==> config.mk <==
export PLATFORM = sky130hd
export DESIGN_NAME = vga_plot_arbiter_flat
export DESIGN_NICKNAME = d
export VERILOG_FILES = /design/src/rtl/vga_plot_arbiter_if.sv /design/src/rtl/vga_plot_arbiter.sv /design/src/flat_wrapper.sv
export SDC_FILE = /design/constraint.sdc
export NUM_CORES = 1
export LEC_CHECK = 0
export CAP_MARGIN = 20
export CORE_AREA = 2 2 70 122
export DETAILED_ROUTE_END_ITERATION = 8
export DIE_AREA = 0 0 72 124
export DONT_BUFFER_PORTS = 1
export GPL_ROUTABILITY_DRIVEN = 0
export GPL_TIMING_DRIVEN = 1
export PLACE_DENSITY_LB_ADDON = 0.15
export SYNTH_ARGS = -nofsm -noshare
export SYNTH_HDL_FRONTEND = slang
export SYNTH_SLANG_ARGS = --single-unit
export TNS_END_PERCENT = 1
==> constraint.sdc <==
create_clock -name clk -period 2 [get_ports clk]
set_input_delay 0.2 -clock clk [delete_from_list [all_inputs] [get_ports clk]]
set_output_delay 0.2 -clock clk [all_outputs]
set_load 0.02 [all_outputs]
==> src/rtl/vga_plot_arbiter_if.sv <==
// Pixel-write bus between the three renderers and the plot arbiter.
// Requester-side signals are packed per requester index 0..2.
interface vga_plot_arbiter_if #(
    parameter int X_W     = 8,
    parameter int Y_W     = 8,
    parameter int COLOR_W = 3
);
    logic                   enable;
    logic [2:0]             req;
    logic [2:0]             last;
    logic [3*X_W-1:0]       x_in;
    logic [3*Y_W-1:0]       y_in;
    logic [3*COLOR_W-1:0]   color_in;
    logic [2:0]             gnt;
    logic [X_W-1:0]         x;
    logic [Y_W-1:0]         y;
    logic [COLOR_W-1:0]     color;
    logic                   plotPixel;
    logic                   busy;

    modport master (
        output enable, req, last, x_in, y_in, color_in,
        input  gnt, x, y, color, plotPixel, busy
    );

    modport slave (
        input  enable, req, last, x_in, y_in, color_in,
        output gnt, x, y, color, plotPixel, busy
    );
endinterface

==> src/rtl/vga_plot_arbiter.sv <==
// Round-robin burst arbiter sharing the VGA adapter's single pixel-write port
// between background clear (0), sprite renderer (1) and text overlay (2).
module vga_plot_arbiter #(
    parameter int X_W       = 8,
    parameter int Y_W       = 8,
    parameter int COLOR_W   = 3,
    parameter int MAX_BURST = 64,
    parameter int STALL_MAX = 15
) (
    input  logic                clk,
    input  logic                resetn,
    vga_plot_arbiter_if.slave   bus
);

    typedef enum logic [1:0] {IDLE, BURST, RELEASE} state_t;

    state_t             state, state_nxt;
    logic [1:0]         rr_ptr;
    logic [1:0]         idx;
    logic [1:0]         pick;
    logic [2:0]         gnt_r, gnt_nxt;
    logic               busy_r;
    logic [7:0]         beat_cnt, stall_cnt;
    logic               beat, beat_end, stall_end;

    logic [X_W-1:0]     x_p0;
    logic [Y_W-1:0]     y_p0;
    logic [COLOR_W-1:0] color_p0;
    logic [X_W-1:0]     x_p1;
    logic [Y_W-1:0]     y_p1;
    logic [COLOR_W-1:0] color_p1;
    logic               vld_p1;

    function automatic logic [1:0] mod3_add(input logic [1:0] p, input logic [1:0] k);
        logic [2:0] s;
        s = {1'b0, p} + {1'b0, k};
        return (s >= 3'd3) ? 2'(s - 3'd3) : s[1:0];
    endfunction

    // Search order starts just after the last-served requester, so nobody has fixed priority.
    function automatic logic [1:0] rr_pick(input logic [1:0] ptr, input logic [2:0] r);
        logic [1:0] c1, c2;
        c1 = mod3_add(ptr, 2'd1);
        c2 = mod3_add(ptr, 2'd2);
        if (r[c1])      return c1;
        else if (r[c2]) return c2;
        else            return ptr;
    endfunction

    function automatic logic [7:0] sat_inc(input logic [7:0] v);
        return (v == 8'hFF) ? v : v + 8'd1;
    endfunction

    assign pick      = rr_pick(rr_ptr, bus.req);
    assign beat      = (state == BURST) && |(gnt_r & bus.req);
    assign beat_end  = beat && (bus.last[idx] || (({1'b0, beat_cnt} + 9'd1) >= 9'(MAX_BURST)));
    assign stall_end = (state == BURST) && !beat && (({1'b0, stall_cnt} + 9'd1) >= 9'(STALL_MAX));

    // p0: operand select of the granted requester
    assign x_p0     = bus.x_in[int'(idx)*X_W +: X_W];
    assign y_p0     = bus.y_in[int'(idx)*Y_W +: Y_W];
    assign color_p0 = bus.color_in[int'(idx)*COLOR_W +: COLOR_W];

    always_comb begin
        state_nxt = state;
        case (state)
            IDLE:    if (bus.enable && |bus.req) state_nxt = BURST;
            BURST:   if (beat_end || stall_end)  state_nxt = RELEASE;
            RELEASE: state_nxt = IDLE;
            default: state_nxt = IDLE;
        endcase
    end

    always_comb begin
        gnt_nxt = 3'b000;
        case (state)
            IDLE:    if (state_nxt == BURST) gnt_nxt = 3'b001 << pick;
            BURST:   if (state_nxt == BURST) gnt_nxt = gnt_r;
            default: gnt_nxt = 3'b000;
        endcase
    end

    // p1: registered grant, counters and adapter-facing plot outputs
    always_ff @(posedge clk or negedge resetn) begin
        if (!resetn) begin
            state     <= IDLE;
            rr_ptr    <= 2'd2;
            idx       <= 2'd0;
            gnt_r     <= 3'b000;
            busy_r    <= 1'b0;
            beat_cnt  <= 8'd0;
            stall_cnt <= 8'd0;
            vld_p1    <= 1'b0;
            x_p1      <= '0;
            y_p1      <= '0;
            color_p1  <= '0;
        end else begin
            state  <= state_nxt;
            gnt_r  <= gnt_nxt;
            busy_r <= |gnt_nxt;
            vld_p1 <= beat;

            if (state == IDLE && state_nxt == BURST) begin
                idx       <= pick;
                beat_cnt  <= 8'd0;
                stall_cnt <= 8'd0;
            end else if (beat) begin
                beat_cnt  <= sat_inc(beat_cnt);
                stall_cnt <= 8'd0;
            end else if (state == BURST) begin
                stall_cnt <= sat_inc(stall_cnt);
            end

            if (state == RELEASE) rr_ptr <= idx;

            if (beat) begin
                x_p1     <= x_p0;
                y_p1     <= y_p0;
                color_p1 <= color_p0;
            end
        end
    end

    assign bus.gnt       = gnt_r;
    assign bus.busy      = busy_r;
    assign bus.plotPixel = vld_p1;
    assign bus.x         = x_p1;
    assign bus.y         = y_p1;
    assign bus.color     = color_p1;

endmodule

==> src/flat_wrapper.sv <==
// flat-port wrapper written by rule: the top's interface ports become plain ports
module vga_plot_arbiter_flat 
#(
    parameter int X_W       = 8,
    parameter int Y_W       = 8,
    parameter int COLOR_W   = 3,
    parameter int MAX_BURST = 64,
    parameter int STALL_MAX = 15
)
  (clk, resetn, bus_enable, bus_req, bus_last, bus_x_in, bus_y_in, bus_color_in, bus_gnt, bus_x, bus_y, bus_color, bus_plotPixel, bus_busy);
  vga_plot_arbiter_if #(.X_W(X_W), .Y_W(Y_W), .COLOR_W(COLOR_W)) bus_i ();
  input  logic clk;
  input  logic resetn;
  input wire logic [$bits(bus_i.enable)-1:0] bus_enable;
  input wire logic [$bits(bus_i.req)-1:0] bus_req;
  input wire logic [$bits(bus_i.last)-1:0] bus_last;
  input wire logic [$bits(bus_i.x_in)-1:0] bus_x_in;
  input wire logic [$bits(bus_i.y_in)-1:0] bus_y_in;
  input wire logic [$bits(bus_i.color_in)-1:0] bus_color_in;
  output wire logic [$bits(bus_i.gnt)-1:0] bus_gnt;
  output wire logic [$bits(bus_i.x)-1:0] bus_x;
  output wire logic [$bits(bus_i.y)-1:0] bus_y;
  output wire logic [$bits(bus_i.color)-1:0] bus_color;
  output wire logic [$bits(bus_i.plotPixel)-1:0] bus_plotPixel;
  output wire logic [$bits(bus_i.busy)-1:0] bus_busy;
  assign bus_i.enable = bus_enable;
  assign bus_i.req = bus_req;
  assign bus_i.last = bus_last;
  assign bus_i.x_in = bus_x_in;
  assign bus_i.y_in = bus_y_in;
  assign bus_i.color_in = bus_color_in;
  assign bus_gnt = bus_i.gnt;
  assign bus_x = bus_i.x;
  assign bus_y = bus_i.y;
  assign bus_color = bus_i.color;
  assign bus_plotPixel = bus_i.plotPixel;
  assign bus_busy = bus_i.busy;
  vga_plot_arbiter #(.X_W(X_W), .Y_W(Y_W), .COLOR_W(COLOR_W), .MAX_BURST(MAX_BURST), .STALL_MAX(STALL_MAX)) u_core (.clk(clk), .resetn(resetn), .bus(bus_i));
endmodule
==> results_dict.tcl, run 1 <==
set metrics [dict create \
    critPathKind "reg2reg" \
    grt-ovfl-total 0 \
    drive_gt1_share_pct 15.7 \
    drt_first_pass_iters 5 \
    yosys_most_used_dff "dfrtp_1" \
    pwr-share-comb_pct 48.5 \
    grt_max_degree 48 \
    nets 409 \
    dieArea_mm2 0.00893 \
    drt_iter0_drc 96 \
    cts_buffers 5 \
    crit_path_top_delay_cell "or4b_2" \
    clock-root-buffer "clkbuf_16" \
    synth.avg_cell_area_um2 8.56 \
    worst_pin_slew_ns 0.382 \
    regToRegSetupSlack_ns 0.08 \
    ir_worst_vdd_mv 0.632 \
    grt_pass1_vias 2229 \
    min_period_ns 1.92 \
    nFillCells 802 \
    critical_path_cell_count 5 \
    grt_usage_pct 15.6 \
    clock-sinks 46 \
    drc_errors 0 \
    synthesis.nets 391 \
    crit_fanout 6 \
    p_switching_mw 2.08 \
    synth_seq_cells 46 \
    p_per_area_mw_per_mm2 1490 \
    vias 2307 \
    clk_path_buf_depth 2 \
    ys_types 47 \
    syn_to_final_growth_pct 19.1 \
    drv_cap 0 \
    syn-instance-count 319 \
    syn_area_mm2 0.00273 \
    cts_max_level 2 \
    synth_warnings 0 \
    setup.worst_path.end "u_core.bus.busy$_DFF_PN0_" \
    top_level_ports 90 \
    clock_latency_ns 0.29 \
    hpwlAfterDp_um 5070 \
    cp_top_family "simple AND/OR/NAND/NOR gates" \
    max_freq_ghz 0.522 \
    routed_via_density 5.39 \
    io_buffers 0 \
    p_clk_share_pct 17.4 \
    yosysTopAreaCellShare_pct 41.2 \
    setup_viol 0 \
    synth_top_cell_by_area "dfrtp_1" \
    p_sw_share_pct 42.9 \
    die_w_um 72 \
    r2r-end "u_core.bus.busy$_DFF_PN0_" \
    num_rows 43 \
    initial_core_util_pct 34.5 \
    place_ws_ns -0.0396 \
    crit_start "u_core.stall_cnt[0]$_DFFE_PN0P_" \
    fin_util_pct 41.1 \
    yosysMostFrequentCell "dfrtp_1" \
    startpoint_type "flip-flop" \
    p_int_mw 2.77 \
    synth_async_sr_flop_share_pct 100 \
    fin_skew_ns 0.00700 \
    p_leak_nw 1.43 \
    slew_headroom_pct 74.5 \
    grt_pass1_wl_um 10700 \
    reg2reg_depth 5 \
    worstReg2RegStart "u_core.stall_cnt[0]$_DFFE_PN0P_" \
    cts_tree "done" \
    slew_viol_final 0 \
    ant_nets 0 \
    netlist_top_cells_area "dfrtp_1 41%, mux2i_1 8.1%, a21oi_1 6.2%" \
    core_mm2 0.00791 \
    ys_top_cells_by_count "45 x dfrtp_1, 44 x nor2_1, 34 x a21oi_1" \
    dieHeight_um 124 \
    yosysSeqAreaShare_pct 42.2 \
    wl_um 6880 \
    path_cells "ha_2, or4b_2, a21oi_2, a22oi_2, o211ai_1" \
    wl_per_cell_um 16.1 \
    outcome "finished, final reports clean" \
    worstSetupEndpointType "flip-flop" \
    min_period_over_period_pct 95.8 \
    antenna_found_initial 0 \
    seqPwrFrac_pct 34.1 \
    cp.buffers_inverters 0 \
    n_antenna_cell 0 \
    synth-edff-count 0 \
    clk_pin_slew_worst_paths_ns 0.07 \
    crit_arrival_ns 2.12 \
    rsz0062_at_grt "yes" \
    slowest_delay_ns 0.70 \
    critical_path_required_ns 2.21 \
    hold_viol 0 \
    hp-class "in2reg" \
    setup_ws_ns 0.0837 \
]
==> how the worst min path moves through the flow <==
| stage | depth (start not counted) | endpoint | from | slack, ns |
|---|---|---|---|---|
| 6_report | 2 | u_core.bus.x[2]$_DFFE_PN0P_ | bus_x_in[10] | 0.10 |
| 5_1_grt | 2 | u_core.bus.x[2]$_DFFE_PN0P_ | bus_x_in[10] | 0.12 |
| 3_3_place_gp | 0 | u_core.bus.color[0]$_DFFE_PN0P_ | resetn | -0.09 |
| 3_5_place_dp | 0 | u_core.bus.color[0]$_DFFE_PN0P_ | resetn | -0.09 |
| 4_1_cts | 2 | u_core.bus.x[2]$_DFFE_PN0P_ | bus_x_in[10] | 0.10 |
| 2_1_floorplan | 0 | u_core.beat_cnt[0]$_DFFE_PN0P_ | resetn | -0.1 |
==> repair_timing <==
action | 4_1_cts | 5_1_grt
endpoints found under the setup margin | 5 | 11
cloned | 0 | 0
pin swaps | 0 | 3
hold buffers | 2 | 0
endpoints found under the hold margin | 46 | 0
gates resized for setup | 2 | 13
setup buffers | 0 | 0
==> area by class of cell <==
type	instances	area, um^2	share of cell area [%]
Multi-Input combinational cell	244	1540	47.4
Sequential cell	46	1150	35.5
Timing Repair Buffer	29	253	7.78
Clock buffer	6	139	4.27
Tap cell	90	113	3.46
Inverter	11	41.3	1.27
Clock inverter	2	12.5	0.385
==> worst reg2reg max path: stages, from the launching register on <==
cell and delay, ns:
dfrtp_1 0.41, ha_2 0.23, or4b_2 0.70, a21oi_2 0.17, a22oi_2 0.10, o211ai_1 0.21
==> registers in the layout (all words and copies together), names as in the netlist <==
register,count
u_core.idx,2
u_core.bus.x,8
u_core.bus.y,8
u_core.beat_cnt,8
u_core.bus.busy,1
u_core.bus.gnt,3
u_core.bus.color,3
u_core.state,2
u_core.rr_ptr,2
u_core.stall_cnt,8
u_core.bus.plotPixel,1
==> logic make-up after synthesis <==
logic type | count (synthesis) | share of synthesized area, %
AND/OR/NAND/NOR | 119 | 20.4
AO/OA/AOI/OAI | 87 | 18.9
XOR/XNOR | 7 | 2.25
adder cells (fa/ha/maj) | 6 | 2.75
flip-flops | 46 | 42.2
buffers and inverters | 29 | 4.12
multiplexers | 25 | 9.30
==> metal layers <==
metal  part of all wire (%)  GRT usage (%)  routed length, um  vias to the layer above
li1                       -              -                  -                     1160
met1                     37           16.1               2550                     1078
met3                    5.0           2.99                345                       12
met4                    2.2           7.19                150                        0
met5                      0              0                  0                        -
met2                     56           29.6               3840                       57
==> cell usage in the layout (no fill, tap or decap), types with 4 or more instances in the layout <==
cell	count
dfrtp_1	45
nor2_1	44
a21oi_1	33
nand2_1	30
buf_4	26
o21ai_0	24
mux2i_1	21
inv_1	11
nor3_1	9
nor2b_1	6
nand3_1	5
a211oi_1	5
xnor2_1	5
clkbuf_16	5
ha_1	4
==> power by group through the flow <==
stage | registers [mW] | logic, mW | clock network, mW
floorplan | 1.67 | 1.50 | 0
global placement | 1.67 | 2.20 | 0
detailed placement | 1.68 | 2.22 | 0
CTS | 1.66 | 2.27 | 0.880
global route | 1.69 | 2.67 | 0.917
finish | 1.66 | 2.36 | 0.845
==> per-stage QoR <==
stage / std cells / power (mW) / hold WS [ns] / TNS, ns / instance area [um^2]
after floorplan: 319 / 3.17 / -0.0956 / 0 / 2730
after global placement: 418 / 3.87 / -0.0927 / 0 / 2990
after detailed placement: 418 / 3.90 / -0.0927 / -0.0582 / 2990
after CTS: 428 / 4.81 / 0.102 / -0.0279 / 3180
after global routing: 428 / 5.28 / 0.122 / -0.0315 / 3250
final: 428 / 4.86 / 0.105 / 0 / 3250
Power figures use the tool's default switching activity.
==> run 2: changes to the inputs <==
--- a/config.mk
+++ b/config.mk
@@ -13,6 +13,7 @@
 export GPL_ROUTABILITY_DRIVEN = 0
 export GPL_TIMING_DRIVEN = 1
 export PLACE_DENSITY_LB_ADDON = 0.15
+export SETUP_SLACK_MARGIN = 0.4
 export SYNTH_ARGS = -nofsm -noshare
 export SYNTH_HDL_FRONTEND = slang
 export SYNTH_SLANG_ARGS = --single-unit
==> run 2 against run 1 <==
Against the previous run:
- die area stayed put
- first-iteration DRC count is 18% lower
- critical path type unchanged
- global-route usage grew 0.74 points
- non-clock buffer count grew 7
- cell count rose by 1.6%
- worst hold slack got worse by 0.0013 ns
- sequential cell count unchanged
- design area rose by 4.3%
- total power up 5.5%
- worst setup slack improved by 0.10 ns
- clock-buffer cell count is 1 lower
- sequential power about the same
==> results_dict.tcl, run 2 (synthesis gave the netlist of run 1 again) <==
set metrics [dict create \
    outcome "finished, final reports clean" \
    dpl-instance-area_mm2 0.00303 \
    slew_headroom_pct 78.3 \
    grt_max_degree 47 \
    hpwlAfterDp_um 5150 \
    grt_pass1_wl_um 11300 \
    num_rows 43 \
    syn_to_final_growth_pct 24.2 \
    busiest_layer "met2" \
    n_antenna_cell 0 \
    dieHeight_um 124 \
    crit_fanout 6 \
    io_buffers 0 \
    crit_path_top_delay_cell "dfrtp_1" \
    grt_usage_pct 16.3 \
    drt_first_pass_iters 5 \
    cts_max_level 2 \
    initial_core_util_pct 34.5 \
    critical_path_required_ns 2.16 \
    use_met3_pct 2.83 \
    dpl.cell_count 422 \
    final_cell_mix "44 x nor2_1, 44 x dfrtp_1, 33 x a21oi_1" \
    routed_via_density 5.46 \
    total_power_mw 5.12 \
    p_per_area_mw_per_mm2 1510 \
    clock-root-buffer "clkbuf_16" \
    core_mm2 0.00791 \
    fin_util_pct 42.9 \
    min_period_ns 1.81 \
    hold_viol 0 \
    cts_buffers 5 \
    grt-ovfl-total 0 \
    clock_latency_ns 0.29 \
    wl_um 7100 \
    top_level_ports 90 \
    drc_errors 0 \
    fin_skew_ns 0.00580 \
    p_leak_nw 1.52 \
    path_cells "ha_4, and3_1, mux2_2, o32a_1, a22oi_2, o22ai_1" \
    startpoint_type "flip-flop" \
    clk_path_buf_depth 2 \
    drive_gt1_share_pct 19.4 \
    drv_cap 0 \
    max_freq_ghz 0.552 \
    worstSetupEndpointType "flip-flop" \
    met1_usage_pct 16.7 \
    hp-class "in2reg" \
    drt_iter0_drc 79 \
    wl_per_cell_um 16.3 \
    tns_ns 0 \
    clk_pin_slew_worst_paths_ns 0.07 \
    vias 2373 \
    crit_arrival_ns 1.97 \
    critPathKind "reg2reg" \
    grt_pass1_vias 2280 \
    slew_viol_final 0 \
    antenna_found_initial 0 \
    finalInstanceArea_mm2 0.00339 \
    min_period_over_period_pct 90.6 \
    fin_cells 435 \
    die_w_um 72 \
    ir_worst_vdd_mv 0.566 \
    setup_viol 0 \
    worst_pin_slew_ns 0.324 \
    grt_use_met2_pct 31.9 \
    dieArea_mm2 0.00893 \
    rsz0062_at_grt "yes" \
    reg2reg_depth 6 \
    cts_tree "done" \
    slowest_delay_ns 0.43 \
    nets 416 \
    clock-sinks 46 \
    min_path_cells 2 \
    ant_nets 0 \
]
==> run 2: final timing paths <==
path,end,from,slack (ns)
worst max-delay path,u_core.bus.gnt[2]$_DFF_PN0_,u_core.stall_cnt[0]$_DFFE_PN0P_,0.19
worst min-delay path,u_core.bus.y[7]$_DFFE_PN0P_,bus_y_in[15],0.10
worst max register to register,u_core.bus.gnt[2]$_DFF_PN0_,u_core.stall_cnt[0]$_DFFE_PN0P_,0.19
worst min register to register,u_core.beat_cnt[6]$_DFFE_PN0P_,u_core.beat_cnt[6]$_DFFE_PN0P_,0.57
max in group asynchronous,u_core.rr_ptr[1]$_DFFE_PN1N_,resetn,1.31
min in group asynchronous,u_core.bus.y[6]$_DFFE_PN0P_,resetn,0.43
==> run 2: layout make-up <==
type                    count  area (um^2)
fillers                   818         4520
flip-flops and latches     46         1150
well taps                  90          113
multi-input cells         244         1590
clock buffers               5          125
repair buffers             36          330
inverters                  11         41.3
clock inverters             3         40.0
==> run 2: power breakdown <==
group | switching [mW] | internal, mW
sequential | 0.429 | 1.24
combinational | 1.35 | 1.18
clock | 0.351 | 0.585
total | 2.13 | 3.00
==> run 2: routing by layer <==
layer / share of wire (%) / vias up
met4: 1.9 / 0
met2: 57 / 73
met1: 36 / 1123
met5: 0 / -
met3: 5.3 / 9
li1: - / 1168
==> run 2: what timing repair did <==
action	in CTS	in global routing
hold buffers	2	0
endpoints found under the hold margin	46	0
cloned	1	0
pin swaps	8	3
resized for setup	20	2
endpoints found under the setup margin	44	44
buffers inserted	1	1
==> run 2: worst max-delay path, delay by kind of cell (launching register included) <==
kind,cells,cell delay [ns]
AND/OR/NAND/NOR,1,0.19
AO/OA/AOI/OAI,3,0.54
adder cells (fa/ha/maj),1,0.20
multiplexers,1,0.33
flip-flops,1,0.43
==> run 2: per-stage QoR <==
step / worst slack [ns] / hold slack, ns
after global placement: -0.00322 / -0.0942
after CTS: 0.166 / 0.102
final: 0.188 / 0.103
after floorplan: 0.0240 / -0.0956
after global routing: 0.0410 / 0.119
after detailed placement: -0.0294 / -0.0945
